$ cat config.mk
export PLATFORM = sky130hd
export DESIGN_NAME = stopwatch_ctrl
export DESIGN_NICKNAME = d
export VERILOG_FILES = /design/src/rtl/stopwatch_ctrl.sv
export SDC_FILE = /design/constraint.sdc
export NUM_CORES = 1
export LEC_CHECK = 0
export CORE_MARGIN = 2
export CORE_UTILIZATION = 55
export DETAILED_ROUTE_END_ITERATION = 6
export GPL_ROUTABILITY_DRIVEN = 0
export MAX_ROUTING_LAYER = met4
export PLACE_DENSITY = 0.85
export RECOVER_POWER = 50
export SYNTH_ARGS = -nofsm -noshare
export SYNTH_HDL_FRONTEND = slang
export SYNTH_SLANG_ARGS = --single-unit
$ cat constraint.sdc
create_clock -name clk -period 2.9 [get_ports clk]
set_clock_uncertainty 0.2 [all_clocks]
set_input_delay 0.29 -clock clk [delete_from_list [all_inputs] [get_ports clk]]
set_output_delay 0.29 -clock clk [all_outputs]
set_load 0.01 [all_outputs]
$ cat src/rtl/stopwatch_ctrl.sv
// Stopwatch control front end: button conditioning, count-tick prescaler and run/lap/pause FSM.
// Optional per-button debounce filter is enabled with `define STOPWATCH_CTRL_DEBOUNCE_EN.
module stopwatch_ctrl #(
  parameter int TICK_DIV  = 50_000_000,
  parameter int DB_CYCLES = 1_000_000
) (
  input  logic       clk,
  input  logic       reset,
  input  logic       btn_ss,
  input  logic       btn_lap,
  input  logic       btn_clr,
  input  logic [5:0] sec,
  input  logic [5:0] min,
  output logic       tick,
  output logic       sw_start,
  output logic       sw_stop,
  output logic       sw_clr,
  output logic [5:0] disp_sec,
  output logic [5:0] disp_min,
  output logic [1:0] state
);

  localparam int PW = $clog2(TICK_DIV);
  localparam logic [PW-1:0] TICK_LAST = PW'(TICK_DIV - 1);

  if (TICK_DIV < 2 || DB_CYCLES < 1) begin : g_param_check
    $error("stopwatch_ctrl: TICK_DIV must be >= 2 and DB_CYCLES >= 1");
  end

  typedef enum logic [1:0] {
    IDLE  = 2'd0,
    RUN   = 2'd1,
    LAP   = 2'd2,
    PAUSE = 2'd3
  } state_t;

  function automatic logic [PW-1:0] presc_next(input logic [PW-1:0] cnt);
    return (cnt == TICK_LAST) ? '0 : cnt + 1'b1;
  endfunction

  // Button bit order throughout: [2]=clr, [1]=lap, [0]=ss
  logic [2:0] btn_raw;
  logic [2:0] sync_p0;
  logic [2:0] sync_p1;
  logic       vld_p0;
  logic       vld_p1;
  logic [2:0] lvl;
  logic [2:0] prev;
  logic [2:0] press;

  assign btn_raw = {btn_clr, btn_lap, btn_ss};

  // Stage p0/p1: two-flop synchronizer; vld marks when sync_p1 carries real button data
  always_ff @(posedge clk) begin
    if (reset) begin
      sync_p0 <= '0;
      sync_p1 <= '0;
      vld_p0  <= 1'b0;
      vld_p1  <= 1'b0;
    end else begin
      sync_p0 <= btn_raw;
      sync_p1 <= sync_p0;
      vld_p0  <= 1'b1;
      vld_p1  <= vld_p0;
    end
  end

`ifdef STOPWATCH_CTRL_DEBOUNCE_EN
  localparam int DBW = $clog2(DB_CYCLES + 1);
  localparam logic [DBW-1:0] DB_LAST = DBW'(DB_CYCLES - 1);

  logic [DBW-1:0] db_cnt [3];
  logic [2:0]     db_lvl;

  // Filtered level starts high so a button held through reset stays quiet
  always_ff @(posedge clk) begin
    if (reset) begin
      db_lvl <= '1;
      for (int i = 0; i < 3; i++) db_cnt[i] <= '0;
    end else if (vld_p1) begin
      for (int i = 0; i < 3; i++) begin
        if (sync_p1[i] == db_lvl[i]) begin
          db_cnt[i] <= '0;
        end else if (db_cnt[i] == DB_LAST) begin
          db_lvl[i] <= sync_p1[i];
          db_cnt[i] <= '0;
        end else begin
          db_cnt[i] <= db_cnt[i] + 1'b1;
        end
      end
    end
  end

  assign lvl = db_lvl;
`else
  assign lvl = sync_p1;
`endif

  // Edge detect: prev is pinned high until the synchronizer has filled after reset
  always_ff @(posedge clk) begin
    if (reset) prev <= '1;
    else       prev <= vld_p1 ? lvl : 3'b111;
  end

  assign press = lvl & ~prev & {3{vld_p1}};

  logic ev_clr;
  logic ev_ss;
  logic ev_lap;

  assign ev_clr = press[2];
  assign ev_ss  = press[0] & ~press[2];
  assign ev_lap = press[1] & ~press[0] & ~press[2];

  state_t  st;
  state_t  nxt;
  logic    do_start;
  logic    do_stop;
  logic    do_clr;
  logic    do_cap;
  logic    run_en;
  logic [PW-1:0] presc;
  logic [5:0] lap_sec;
  logic [5:0] lap_min;

  always_comb begin
    nxt      = st;
    do_start = 1'b0;
    do_stop  = 1'b0;
    do_clr   = 1'b0;
    do_cap   = 1'b0;
    case (st)
      IDLE: begin
        if (ev_clr) begin
          do_clr = 1'b1;
        end else if (ev_ss) begin
          nxt      = RUN;
          do_start = 1'b1;
        end
      end
      RUN: begin
        if (ev_ss) begin
          nxt     = PAUSE;
          do_stop = 1'b1;
        end else if (ev_lap) begin
          nxt    = LAP;
          do_cap = 1'b1;
        end
      end
      LAP: begin
        if (ev_ss) begin
          nxt     = PAUSE;
          do_stop = 1'b1;
        end else if (ev_lap) begin
          nxt = RUN;
        end
      end
      PAUSE: begin
        if (ev_clr) begin
          nxt    = IDLE;
          do_clr = 1'b1;
        end else if (ev_ss) begin
          nxt      = RUN;
          do_start = 1'b1;
        end
      end
      default: nxt = IDLE;
    endcase
  end

  // A stop in this cycle already freezes the prescaler and suppresses its tick
  assign run_en = ((st == RUN) || (st == LAP)) && !do_stop;

  // Stage p2: registered state, command pulses, prescaler and display
  always_ff @(posedge clk) begin
    if (reset) begin
      st       <= IDLE;
      sw_start <= 1'b0;
      sw_stop  <= 1'b0;
      sw_clr   <= 1'b0;
      tick     <= 1'b0;
      presc    <= '0;
      lap_sec  <= '0;
      lap_min  <= '0;
      disp_sec <= '0;
      disp_min <= '0;
    end else begin
      st       <= nxt;
      sw_start <= do_start;
      sw_stop  <= do_stop;
      sw_clr   <= do_clr;
      tick     <= run_en && (presc == TICK_LAST);

      if (do_clr)      presc <= '0;
      else if (run_en) presc <= presc_next(presc);

      if (do_cap) begin
        lap_sec <= sec;
        lap_min <= min;
      end

      if (do_cap) begin
        disp_sec <= sec;
        disp_min <= min;
      end else if (nxt == LAP) begin
        disp_sec <= lap_sec;
        disp_min <= lap_min;
      end else begin
        disp_sec <= sec;
        disp_min <= min;
      end
    end
  end

  assign state = st;

endmodule
== Word level (Yosys, flattened, before mapping) ==
Index checks and enable logic that the tools add are counted.

* Logic and storage cells: 62
* Register bits: 67
* Input bits: 17

* Add/subtract/negate cells: 1
* Reduce and logical (&&, ||, !) cells: 10
* Equality and inequality tests: 5
* Bitwise gates (word level): 10
* Multiplexer cells: 21

{| class="wikitable"
|+ Operator list
! cell !! count
|-
| 26-bit by 1-bit adder with 26-bit output, second input constant || 1
|-
| 26-bit == test, second input constant || 1
|-
| 26-bit two-way mux || 1
|-
| 6-bit two-way mux || 4
|-
| 2-bit two-way mux || 7
|-
| 1-bit two-way mux || 8
|-
| 2-bit case mux with 4 select lines || 1
|-
| 2-bit OR reduction || 4
|-
| 3-bit bitwise AND || 2
|-
| 2-bit == test, second input constant || 3
|-
| 1-bit NOT || 4
|-
| 1-bit bitwise AND || 3
|-
| 3-bit NOT || 1
|-
| 3-bit OR reduction || 1
|-
| 2-bit by 1-bit == test with 1-bit output, second input constant || 1
|-
| 1-bit logical AND || 2
|-
| 2-bit logical NOT || 1
|-
| 1-bit logical NOT || 1
|-
| 1-bit logical OR || 1
|}

== Logic depth before layout (Yosys ltp) ==
Gate-level depths: netlist of the first run.

* Word-level depth: 12
* Depth in mapped cells: 9
* Gate-level depth less buffers: 8

== Worst setup path after synthesis of the first run ==
No wires, ideal clock.

* Path type: flip-flop to flip-flop
* From: reg st[1] (netlist: state[1])
* To: reg presc[12]
* Required time: 2.629 ns
* Library setup time: 0.071 ns
* Setup slack: 0.622 ns
* Cell stages (with the launch flop): 8
* Data arrival time: 2.007 ns
* Buffers on the path: 0
* Path through: dfxtp_1 > inv_1 > ha_1 > o311a_2 > nand4_1 > or2_2 > or4_1 > a21oi_1

* Longest elaborated chain between the ends: 5
* Elaborated cells on any way between the ends: 12
* Those cells by class: 3 x eq/ne; 2 x mux; 7 x reduce/logical

{| class="wikitable"
|+ RTL lines
! what !! RTL line !! RTL
|-
| start, declared || 115 || <nowiki>state_t st;</nowiki>
|-
| start signal, assigned || 188 || <nowiki>st <= nxt;</nowiki>
|-
| 2-bit by 1-bit == test with 1-bit output / 2-bit == test (equally long branches) || 132, 172 ||
|-
| 2-bit OR reduction (no source line) || -- ||
|-
| 1-bit two-way mux || -- ||
|-
| 1-bit logical NOT || 172 || <nowiki>assign run_en = ((st == RUN) || (st == LAP)) && !do_stop;</nowiki>
|-
| 1-bit logical AND || 172 ||
|-
| end signal, assigned || 195 || <nowiki>else if (run_en) presc <= presc_next(presc);</nowiki>
|-
| end, declared || 122 || <nowiki>logic [PW-1:0] presc;</nowiki>
|}

Several ways; a longest one is shown, not always the timed one.
A chain may end at the register's enable or synchronous reset.

== Worst setup path in the final report of the first run ==
Ends and elaborated chain as after synthesis.

==> impl_metrics.env, run 1 <==
export IMPL_min_to="lvl[0]$_SDFF_PP0_"
export IMPL_r2r_end="presc[12]$_SDFFE_PP0P_"
export IMPL_drtIter0Drc=123
export IMPL_synth_cell_types=47
export IMPL_netlist_area_mm2=0.00283
export IMPL_grt_ovfl_total=0
export IMPL_power_density_mw_per_mm2=534
export IMPL_placed_area_mm2=0.00325
export IMPL_path_class="reg -> reg"
export IMPL_swShare=0.208
export IMPL_start_util=0.561
export IMPL_die_x_um=75.7
export IMPL_synth_nets=326
export IMPL_area_growth_pct=21.6
export IMPL_post_drt_wl_per_cell_um=13.0
export IMPL_crit_chain="inv_1 -> ha_1 -> o311a_2 -> nand4_1 -> or2_2 -> or4_1 -> a21oi_1"
export IMPL_htreeDepth=3
export IMPL_cts_root_buf="clkbuf_8"
export IMPL_cts_tree="built"
export IMPL_yosys_warnings=0
export IMPL_cts_repair_resized=0
export IMPL_routed_wl_um=5470
export IMPL_finalNetCount=368
export IMPL_maxSlewHeadroom=0.250
export IMPL_min_period_ns=2.51
export IMPL_cts_setup_buffers=0
export IMPL_cp_start_kind="register"
export IMPL_grt_pass1_wl_um=9080
export IMPL_ys_ff_latch=67
export IMPL_final_cell_area_mm2=0.00344
export IMPL_power_internal_mw=1.46
export IMPL_drt_pass1_iterations=4
export IMPL_dr_total_vias=2198
export IMPL_slowest_delay_ns=0.43
export IMPL_min_path_cells=1
export IMPL_leakagePower_nw=1.23
export IMPL_hold_violations=0
export IMPL_timing_final_ws_setup_ns=0.387
export IMPL_drv_cap=0
export IMPL_ctsHoldBuffers=0
export IMPL_syn_inst=304
export IMPL_ir_drop_mv=0.391
export IMPL_path_clk_slew_ns=0.07
export IMPL_synth_main_ff_cell="dfxtp_1"
export IMPL_p_sw_uw=382
export IMPL_post_route_drc_count=0
export IMPL_setup_tns_ns=0
export IMPL_grt_pass1_vias=2085
export IMPL_rr_worst_depth=7
export IMPL_clk_path_buf_depth=2
export IMPL_synth_top_area_frac=0.474
export IMPL_fmax_ghz=0.398
export IMPL_worstSkewPairLatency_ns=0.34
export IMPL_cts_sinks=67
export IMPL_outcome="finished clean"
export IMPL_setup_viol=0
export IMPL_crit_slowest_cell="or4_1"
export IMPL_drive_above_1_share=0.0826
export IMPL_worstHoldStart="sync_p0[0]$_SDFF_PP0_"
export IMPL_cp_arrival_ns=2.58
export IMPL_p_seq_frac=0.513
export IMPL_ys_top_cells_by_area="dfxtp_1, mux2i_1, nand2_1, nor2_1, xnor2_1"
export IMPL_antenna_found_initial=0
export IMPL_drv_slew=0
export IMPL_synthArstFlopShare=0
export IMPL_dp_hpwl_um=3730
export IMPL_multi_input_area_mm2=0.00139
export IMPL_hold_path_class="reg -> reg"
export IMPL_syn_avg_cell_area_um2=9.31
export IMPL_port_buffers=34
export IMPL_die_y_um=75.7
export IMPL_dp_worst_setup_slack_ns=0.477
export IMPL_r2r_start="state[1]$_SDFF_PP0_"
export IMPL_grt_max_degree=28
export IMPL_cts_buffers=9
export IMPL_fp_dieArea_mm2=0.00573
export IMPL_rsz0062_at_grt="false"
export IMPL_critPathTopFamily="simple AND/OR/NAND/NOR gates"
export IMPL_io_pins=35
export IMPL_yosysMostFrequentCell="dfxtp_1"
export IMPL_grt_usage=0.218
export IMPL_std_cell_rows=26
export IMPL_p_total_mw=1.84
export IMPL_core_area_mm2=0.00504
export IMPL_synth_largest_area_cell="dfxtp_1"
export IMPL_synthTopCellsByCount="dfxtp_1, nand2_1, nor2_1"
export IMPL_crit_fanout=6
export IMPL_crit_buf_inv=1
export IMPL_critPathRequiredTime_ns=2.97
export IMPL_worst_pin_slew_ns=1.12
export IMPL_power_frac_clock=0.444
export IMPL_num_antenna_cells=0
export IMPL_via_per_inst=5.22
export IMPL_register_area_mm2=0.00134
export IMPL_p_comb_frac=0.043
export IMPL_ys_seq_area_frac=0.474
export IMPL_final_antenna_net_count=0
export IMPL_synth_edff_count=0
export IMPL_period_share=0.867
export IMPL_rrSetupSlack_ns=0.39
export IMPL_crit_path_end_kind="register"
export IMPL_n_fill_cell=372
worst reg2reg max path, stage by stage (launching register included):
cell	delay, ns
dfxtp_1	0.40
inv_1	0.10
ha_1	0.39
o311a_2	0.27
nand4_1	0.14
or2_2	0.35
or4_1	0.43
a21oi_1	0.17
state kept, by name (all words and copies together) (netlist names):
| name | flops |
|---|---|
| disp_sec | 6 |
| lap_min | 6 |
| lvl | 3 |
| vld_p0 | 1 |
| lap_sec | 6 |
| sw_stop | 1 |
| tick | 1 |
| sw_start | 1 |
| sw_clr | 1 |
| disp_min | 6 |
| prev | 3 |
| vld_p1 | 1 |
| state | 2 |
| sync_p0 | 3 |
| presc | 26 |
cells by family after synthesis:
family / share of synthesized area
and+or+nand+nor: 0.269
DFF: 0.474
AOI/OAI and AO/OA: 0.0553
muxes: 0.0849
buffers and inverters: 0.0354
xor gates and xnor gates: 0.0588
adders and majority gates: 0.0221
cells in the final DEF (no fill, tap or decap), types with 2 or more instances in the layout:
master,count
a21oi_1,8
and3_1,3
and4_1,2
buf_4,3
bufinv_16,2
clkbuf_1,5
clkbuf_8,9
clkdlybuf4s50_1,15
clkinv_2,4
dfxtp_1,67
dlygate4sd3_1,19
ha_1,5
inv_1,9
mux2i_1,24
nand2_1,40
nand3_1,10
nand4_1,5
nor2_1,40
nor2b_1,9
nor3_1,9
nor4_1,4
o21ai_0,6
or2_2,2
or3_1,7
xnor2_1,10
xor2_1,9
power groups by stage:
stage | logic (mW) | clock network [mW] | registers [mW]
6_report | 0.0796 | 0.816 | 0.942
5_1_grt | 0.0869 | 0.881 | 0.944
4_1_cts | 0.0849 | 0.832 | 0.943
3_5_place_dp | 0.0847 | 0 | 0.964
3_3_place_gp | 0.0833 | 0 | 0.963
2_1_floorplan | 0.0323 | 0 | 0.967
stage by stage:
stage                     cells  utilization  hold slack [ns]
after detailed placement    405        0.644            0.226
after CTS                   421        0.685            0.241
after floorplan             304            -            0.214
final                       421        0.682            0.239
after global placement      405        0.644            0.216
after global routing        421        0.682            0.265
cell type report:
type / count / area share
clock inverters: 6 / 0.0233
multi-input cells: 217 / 0.403
clock buffers: 10 / 0.0371
well taps: 70 / 0.0255
flip-flops and latches: 67 / 0.390
inverters: 10 / 0.0109
repair buffers: 41 / 0.110
metal layers:
metal | vias to the layer above | GRT usage | part of all wire
met5 | - | - | 0
met4 | 0 | 0.0858 | 0.0071
met3 | 7 | 0.0780 | 0.047
met2 | 45 | 0.353 | 0.50
met1 | 1026 | 0.245 | 0.44
li1 | 1120 | - | -
how the worst max path moves through the flow:
stage	start	to	slack [ns]	cells after the start
finish	state[1]$_SDFF_PP0_	presc[12]$_SDFFE_PP0P_	0.39	7
global route	state[1]$_SDFF_PP0_	presc[12]$_SDFFE_PP0P_	0.23	7
detailed placement	state[1]$_SDFF_PP0_	presc[12]$_SDFFE_PP0P_	0.48	7
global placement	state[0]$_SDFF_PP0_	presc[12]$_SDFFE_PP0P_	0.57	7
CTS	state[1]$_SDFF_PP0_	presc[12]$_SDFFE_PP0P_	0.40	7
floorplan	state[1]$_SDFF_PP0_	presc[12]$_SDFFE_PP0P_	0.62	7
Note: power is estimated with default switching activity, not from simulation.
==> run 2, diff against run 1 <==
--- a/config.mk
+++ b/config.mk
@@ -5,12 +5,14 @@
 export SDC_FILE = /design/constraint.sdc
 export NUM_CORES = 1
 export LEC_CHECK = 0
+export CELL_PAD_IN_SITES_DETAIL_PLACEMENT = 1
+export CELL_PAD_IN_SITES_GLOBAL_PLACEMENT = 2
 export CORE_MARGIN = 2
-export CORE_UTILIZATION = 55
+export CORE_UTILIZATION = 34
 export DETAILED_ROUTE_END_ITERATION = 6
 export GPL_ROUTABILITY_DRIVEN = 0
 export MAX_ROUTING_LAYER = met4
-export PLACE_DENSITY = 0.85
+export PLACE_DENSITY = 0.84
 export RECOVER_POWER = 50
 export SYNTH_ARGS = -nofsm -noshare
 export SYNTH_HDL_FRONTEND = slang
==> run 2 against run 1 <==
Against the previous run: register-to-register slack gained 0.10 ns; design area grew 1.0%; critical path depth is the same; count of clock-buffer cells in the layout is the same; critical endpoint unchanged; largest power group unchanged.
==> impl_metrics.env, run 2 (same netlist as run 1, synthesis figures left out) <==
export IMPL_crit_fanout=6
export IMPL_setup_tns_ns=0
export IMPL_die_x_um=95.2
export IMPL_finalNetCount=369
export IMPL_drive_above_1_share=0.0881
export IMPL_period_share=0.831
export IMPL_worstHoldStart="vld_p0$_DFF_P_"
export IMPL_hold_violations=0
export IMPL_post_route_drc_count=0
export IMPL_ir_drop_mv=0.306
export IMPL_worstSkewPairLatency_ns=0.35
export IMPL_cts_buffers=9
export IMPL_whs_ns=0.239
export IMPL_grt_usage=0.156
export IMPL_hold_path_class="reg -> reg"
export IMPL_worst_pin_slew_ns=1.14
export IMPL_r2r_start="state[1]$_SDFF_PP0_"
export IMPL_register_area_mm2=0.00134
export IMPL_grt_ovfl_total=0
export IMPL_critPathRequiredTime_ns=2.98
export IMPL_grt_pass1_wl_um=10500
export IMPL_layout_commonest_cell="dfxtp_1"
export IMPL_path_class="reg -> reg"
export IMPL_fp_dieArea_mm2=0.00907
export IMPL_via_per_inst=4.81
export IMPL_num_antenna_cells=0
export IMPL_fmax_ghz=0.415
export IMPL_dp_hpwl_um=4370
export IMPL_start_util=0.348
export IMPL_port_buffers=34
export IMPL_rr_worst_depth=7
export IMPL_cts_tree="built"
export IMPL_std_cell_rows=33
export IMPL_leakagePower_nw=1.21
export IMPL_post_drt_wl_per_cell_um=13.4
export IMPL_cp_start_kind="register"
export IMPL_crit_path_end_kind="register"
export IMPL_clk_path_buf_depth=2
export IMPL_drtIter0Drc=43
export IMPL_min_path_cells=1
export IMPL_antenna_found_initial=0
export IMPL_cts_sinks=67
export IMPL_htreeDepth=3
export IMPL_cts_setup_buffers=0
export IMPL_final_antenna_net_count=0
export IMPL_dr_total_vias=2196
export IMPL_rsz0062_at_grt="false"
export IMPL_drt_pass1_iterations=4
export IMPL_cts_repair_resized=0
export IMPL_routed_wl_um=6120
export IMPL_drv_slew=0
export IMPL_power_density_mw_per_mm2=497
export IMPL_path_clk_slew_ns=0.07
export IMPL_n_fill_cell=930
export IMPL_r2r_end="presc[12]$_SDFFE_PP0P_"
export IMPL_mostFrequentLayoutCells="dfxtp_1, nor2_1, nand2_1"
export IMPL_cts_root_buf="clkbuf_8"
export IMPL_min_to="vld_p1$_SDFF_PP0_"
export IMPL_regMostFlops="presc"
export IMPL_cp_arrival_ns=2.49
export IMPL_io_pins=35
export IMPL_area_growth_pct=22.8
export IMPL_die_y_um=95.2
export IMPL_grt_max_degree=28
export IMPL_maxSlewHeadroom=0.243
export IMPL_outcome="finished clean"
export IMPL_ctsHoldBuffers=0
export IMPL_min_period_ns=2.41
export IMPL_drv_cap=0
export IMPL_rrSetupSlack_ns=0.49
export IMPL_multi_input_area_mm2=0.00139
export IMPL_largest_register_ffs=26
export IMPL_core_area_mm2=0.00813
export IMPL_grt_pass1_vias=2273
export IMPL_setup_viol=0
run 2: layout make-up:
class                      instances  area share
sequential                        67       0.386
clock inverter                     6      0.0119
inverter                          10      0.0108
multi-input combinational        217       0.399
tap                              105      0.0378
timing repair buffer              42       0.115
clock buffer                      10      0.0396
run 2: worst max-delay path by stage:
stage	startpoint	cells past startpoint	slack [ns]	endpoint
floorplan	state[1]$_SDFF_PP0_	7	0.62	presc[12]$_SDFFE_PP0P_
global placement	state[1]$_SDFF_PP0_	7	0.57	presc[12]$_SDFFE_PP0P_
detailed placement	state[1]$_SDFF_PP0_	7	0.48	presc[12]$_SDFFE_PP0P_
CTS	state[1]$_SDFF_PP0_	7	0.49	presc[12]$_SDFFE_PP0P_
global route	state[1]$_SDFF_PP0_	7	0.31	presc[12]$_SDFFE_PP0P_
finish	state[1]$_SDFF_PP0_	7	0.49	presc[12]$_SDFFE_PP0P_
run 2: through the flow:
step,power (mW),utilization,instances,setup slack [ns],instance area [um2]
6_report,1.73,0.427,457,0.490,3470
5_1_grt,1.80,0.427,457,0.306,3470
4_1_cts,1.76,0.429,457,0.487,3490
3_5_place_dp,1.05,0.407,441,0.478,3310
3_3_place_gp,1.05,0.407,441,0.568,3310
2_1_floorplan,0.999,-,304,0.622,2830
run 2: metal layers:
metal  up-vias  routed length [um]  global-route usage
met5         -                   0                   -
met4         0                 140              0.0797
met3        11                 198              0.0372
met2        35                2970               0.245
met1      1035                2810               0.187
li1       1115                   -                   -
run 2: critical path, cell delays in order (launching register included):
cell and delay, ns:
dfxtp_1 0.40, inv_1 0.10, ha_1 0.39, o311a_2 0.27
nand4_1 0.12, or2_2 0.32, or4_1 0.39, a21oi_1 0.14
run 2: report_power, final:
part           switching (mW)  leakage, nW  total [mW]  internal (mW)
sequential            0.00656        0.545       0.942          0.936
clock                   0.371       0.0843       0.702          0.331
combinational          0.0394        0.582      0.0841         0.0447
total                   0.417         1.21        1.73           1.31
